<file path="src/rtl/alu_mul_seq.sv">
// Shares one 64-bit ALU between the datapath and a shift-and-add multiplier.
// The multiplier borrows the ALU for one ADD per multiplier bit and stalls the datapath meanwhile.
//
// state | meaning
// IDLE  | ALU passthrough, waiting for Start
// RUN   | multiplier owns the ALU, datapath stalled
// DONE  | Done pulse, Product valid, passthrough restored
module alu_mul_seq (
  input  logic        CLK,
  input  logic        Reset_L,
  input  logic [63:0] DpA,
  input  logic [63:0] DpB,
  input  logic [3:0]  DpCtrl,
  output logic        DpStall,
  input  logic        Start,
  input  logic [63:0] MulA,
  input  logic [63:0] MulB,
  output logic        Ready,
  output logic        Done,
  output logic [63:0] Product,
  output logic [63:0] AluA,
  output logic [63:0] AluB,
  output logic [3:0]  AluCtrl,
  input  logic [63:0] AluW
);

  localparam logic [3:0] CTRL_ADD = 4'b0010;

  typedef enum logic [1:0] {
    S_IDLE = 2'b00,
    S_RUN  = 2'b01,
    S_DONE = 2'b10
  } state_e;

  state_e      state_q, state_d;
  logic [63:0] acc_q, acc_d;
  logic [63:0] mcand_q, mcand_d;
  logic [63:0] mplier_q, mplier_d;
  logic [5:0]  cnt_q, cnt_d;
  logic        run;

  always_ff @(posedge CLK) begin
    if (!Reset_L) begin
      state_q  <= S_IDLE;
      acc_q    <= '0;
      mcand_q  <= '0;
      mplier_q <= '0;
      cnt_q    <= '0;
    end else begin
      state_q  <= state_d;
      acc_q    <= acc_d;
      mcand_q  <= mcand_d;
      mplier_q <= mplier_d;
      cnt_q    <= cnt_d;
    end
  end

  always_comb begin
    state_d  = state_q;
    acc_d    = acc_q;
    mcand_d  = mcand_q;
    mplier_d = mplier_q;
    cnt_d    = cnt_q;
    case (state_q)
      S_RUN: begin
        acc_d    = AluW;
        mcand_d  = mcand_q << 1;
        mplier_d = mplier_q >> 1;
        cnt_d    = cnt_q + 6'd1;
        // Stop once the last remaining multiplier bit has been consumed.
        if ((mplier_q[63:1] == 63'd0) || (cnt_q == 6'd63)) begin
          state_d = S_DONE;
        end
      end
      default: begin
        if (Start) begin
          acc_d    = '0;
          mcand_d  = MulA;
          mplier_d = MulB;
          cnt_d    = '0;
          state_d  = S_RUN;
        end else begin
          state_d  = S_IDLE;
        end
      end
    endcase
  end

  always_comb begin
    run     = (state_q == S_RUN);
    DpStall = run;
    Ready   = !run;
    Done    = (state_q == S_DONE);
    Product = acc_q;
    if (run) begin
      AluA    = acc_q;
      AluB    = mplier_q[0] ? mcand_q : 64'd0;
      AluCtrl = CTRL_ADD;
    end else begin
      AluA    = DpA;
      AluB    = DpB;
      AluCtrl = DpCtrl;
    end
  end

endmodule

</file>
<file path="config.mk">
export PLATFORM = sky130hd
export DESIGN_NAME = alu_mul_seq
export DESIGN_NICKNAME = d
export VERILOG_FILES = /design/src/rtl/alu_mul_seq.sv
export SDC_FILE = /design/constraint.sdc
export NUM_CORES = 1
export LEC_CHECK = 0
export ABC_AREA = 1
export BUFFER_PORTS_ARGS = -buffer_cell sky130_fd_sc_hd__buf_2
export CAP_MARGIN = 40
export CELL_PAD_IN_SITES_DETAIL_PLACEMENT = 1
export CELL_PAD_IN_SITES_GLOBAL_PLACEMENT = 2
export CORE_AREA = 2 2 203 205
export CTS_CLUSTER_SIZE = 8
export DETAILED_ROUTE_END_ITERATION = 10
export DIE_AREA = 0 0 205 207
export PLACE_DENSITY_LB_ADDON = 0.1
export SLEW_MARGIN = 20
export SYNTH_ARGS = -nofsm -noshare
export SYNTH_HDL_FRONTEND = slang
export SYNTH_SLANG_ARGS = --single-unit
</file>
<file path="constraint.sdc">
create_clock -name CLK -period 4.6 [get_ports CLK]
set_clock_uncertainty 0.15 [all_clocks]
set_input_delay 1.38 -clock CLK [delete_from_list [all_inputs] [get_ports CLK]]
set_output_delay 1.38 -clock CLK [all_outputs]
set_load 0.03 [all_outputs]
</file>
==> flow_summary.json <==
{
  "overflow": 0,
  "status": "completed",
  "hold_class": "reg -> reg",
  "gp_congestion": 0.885,
  "synth_nets": 1780,
  "drv_cap": 0,
  "netlist.area_leader.share_pct": 41.8,
  "avgSynthCellArea_um2": 6.60,
  "crit_buf_inv": 4,
  "fin_tns_setup_ps": 0,
  "worstHoldPathCells": 2,
  "min_to": "mcand_q[7]$_SDFFE_PN0P_",
  "finalInstanceArea_mm2": 0.0133,
  "clk-insertion-delay-late_ps": 440,
  "max_freq_mhz": 257,
  "whs_ps": 328,
  "ys_ff_latch": 200,
  "required_ps": 3070,
  "drc": 0,
  "drive_above_1_share_pct": 30.3,
  "ys_dominant_reg_cell": "dfxtp_1",
  "synthArstFlopShare_pct": 0,
  "crit_slowest_cell": "dfxtp_1",
  "antenna_found_initial": 11,
  "yosysMostFrequentCell": "nand2_1",
  "firstDrtPassIters": 5,
  "antenna_left": 0,
  "post-cts-setup-buffers": 0,
  "synthTopCellsByCount": "529 x nand2_1, 201 x o21ai_0, 200 x dfxtp_1",
  "routed_wirelength_um": 44600,
  "clock-sinks": 200,
  "grt_first_pass_wirelength_um": 67300,
  "syn_inst": 1452,
  "cts_root_buffer": "clkbuf_16",
  "worstSetupEndpointType": "output port",
  "grt.total_usage_pct": 20.6,
  "port_buffers": 525,
  "drtIter0Drc": 547,
  "dieArea_mm2": 0.0424,
  "grt_pass1_vias": 11100,
  "timing.rr.start": "state_q[0]$_SDFFE_PN0P_",
  "slew_violations": 0,
  "core_mm2": 0.0404,
  "slowest_delay_ps": 430,
  "nNetsFinal": 2246,
  "finalCritPeriodShare_pct": 84.7,
  "cp_cell_sequence": "inv_1, nand2_4, buf_12, buf_4, nand2_1, o21ai_0, buf_2",
  "ir_drop_mv": 0.272,
  "yosysUniqueCellTypes": 27,
  "cts_buffer_depth": 2,
  "maxSlewHeadroom_pct": 46.5,
  "crit_path_start_kind": "register",
  "min-delay-start": "mcand_q[7]$_SDFFE_PN0P_",
  "rows": 74,
  "vias_per_cell": 4.43,
  "tritoncts": "built",
  "power_density_mw_per_mm2": 353,
  "synth_edf_count": 0,
  "syn2layout_area_growth_pct": 38.8,
  "hold_violations": 0,
  "finalWorstPathRequiredPeriod_ps": 3900,
  "io_pins": 526,
  "cts_htree_levels": 4,
  "ctsHoldBuffers": 0,
  "vias": 10900,
  "r2r_setup_slack_ps": 2040,
  "final_core_util_pct": 32.9,
  "cpLargestDelayFamily": "buffers and inverters",
  "setup_violations": 0,
  "place_area_mm2": 0.0127,
  "die_y_um": 207,
  "critPathMaxFanout": 58,
  "clk_pin_slew_worst_paths_ps": 70,
  "path_class": "reg -> out",
  "cts-resized-gates": 0,
  "n_fill_cell": 5288,
  "r2r_cells": 8,
  "synth.largest_area_cell": "dfxtp_1",
  "p_leak_nw": 6.49,
  "hpwl_um": 33700,
  "cts_made_buffers": 17,
  "syn_area_mm2": 0.00958,
  "synth_warnings": 0,
  "wire_per_inst_um": 18.1,
  "ys_seq_area_share_pct": 41.8,
  "arrival_ps": 2370,
  "tightestPinTransition_ps": 802,
  "rsz0062_at_grt": "false",
  "die_x_um": 205,
  "start_util_pct": 23.7,
  "r2r_end": "mplier_q[25]$_SDFFE_PN0P_",
  "synth_area_leaders": "dfxtp_1 42%, nand2_1 21%, o21ai_0 11%",
  "grt_start_max_net_pins": 90
}
power breakdown:
part           internal [W]  switching [W]
registers           0.00184      0.0000615
logic              0.000378       0.000831
clock network      0.000895       0.000694
metal layers:
metal  vias to the layer above  global-route usage [%]  wire length (µm)
li1                       5579                       -                 -
met1                      5046                    25.7             19700
met2                       265                    36.0             21800
met3                        36                    4.53              2530
met4                         4                    4.52               549
met5                         -                       0                26
cell usage in the layout, fill, tap and decap left out, drive strengths merged, types with 8 or more instances in the layout:
cell,instances
a21oi,13
a221oi,15
a22oi,11
a31oi,35
buf,545
clkbuf,23
dfxtp,200
diode,8
inv,174
nand2,529
nand3,27
nor2,81
o211ai,21
o21ai,201
o31ai,29
metrics by stage:
stage | cells | setup slack, ps | power, W
6_report | 2470 | 703 | 0.00470
5_1_grt | 2464 | 478 | 0.00497
4_1_cts | 2462 | 632 | 0.00479
3_5_place_dp | 2431 | 1070 | 0.00317
3_3_place_gp | 2430 | 1080 | 0.00315
2_1_floorplan | 1452 | 1250 | 0.00268
worst reg2reg max path: stages (launching register included):
cell	delay (ps)
dfxtp_1	410
inv_2	90
nor2_8	420
buf_4	450
nor2_4	120
inv_1	490
o21ai_0	160
nand2_1	80
o21ai_0	80
cell type report:
type	count	area [µm²]	area share, %
flip-flops and latches	200	4000	30.1
multi-input cells	980	4500	33.8
clock buffers	23	478	3.59
clock inverters	8	120	0.903
repair buffers	545	2860	21.5
well taps	532	666	5.00
inverters	174	653	4.91
diodes	8	20.0	0.151
state kept, by name (all words and copies together) (netlist names):
signal and count:
Product 64, cnt_q 6, mcand_q 64, mplier_q 64, state_q 2
worst max-delay path by stage:
| stage | start | endpoint | slack, ps | cells after the start |
|---|---|---|---|---|
| final | state_q[1]$_SDFFE_PN0P_ | AluA[15] | 700 | 7 |
| after global routing | state_q[1]$_SDFFE_PN0P_ | AluB[59] | 480 | 7 |
| after CTS | state_q[1]$_SDFFE_PN0P_ | AluA[15] | 630 | 7 |
| after detailed placement | DpB[44] | AluB[44] | 1070 | 4 |
| after global placement | DpB[44] | AluB[44] | 1080 | 4 |
| after floorplan | DpCtrl[0] | AluCtrl[0] | 1250 | 2 |
cells by family (layout without fill, tap and decap cells):
group                      Yosys count  count (layout)  synth area share [%]
adders and majority gates            1               1                 0.131
buffers and inverters              272             750                  11.5
AOI/OAI and AO/OA                  338             338                  20.7
other                                0               8                     0
and+or+nand+nor                    641             641                  25.9
DFF                                200             200                  41.8
No activity file was read; power rests on OpenSTA's default activity.
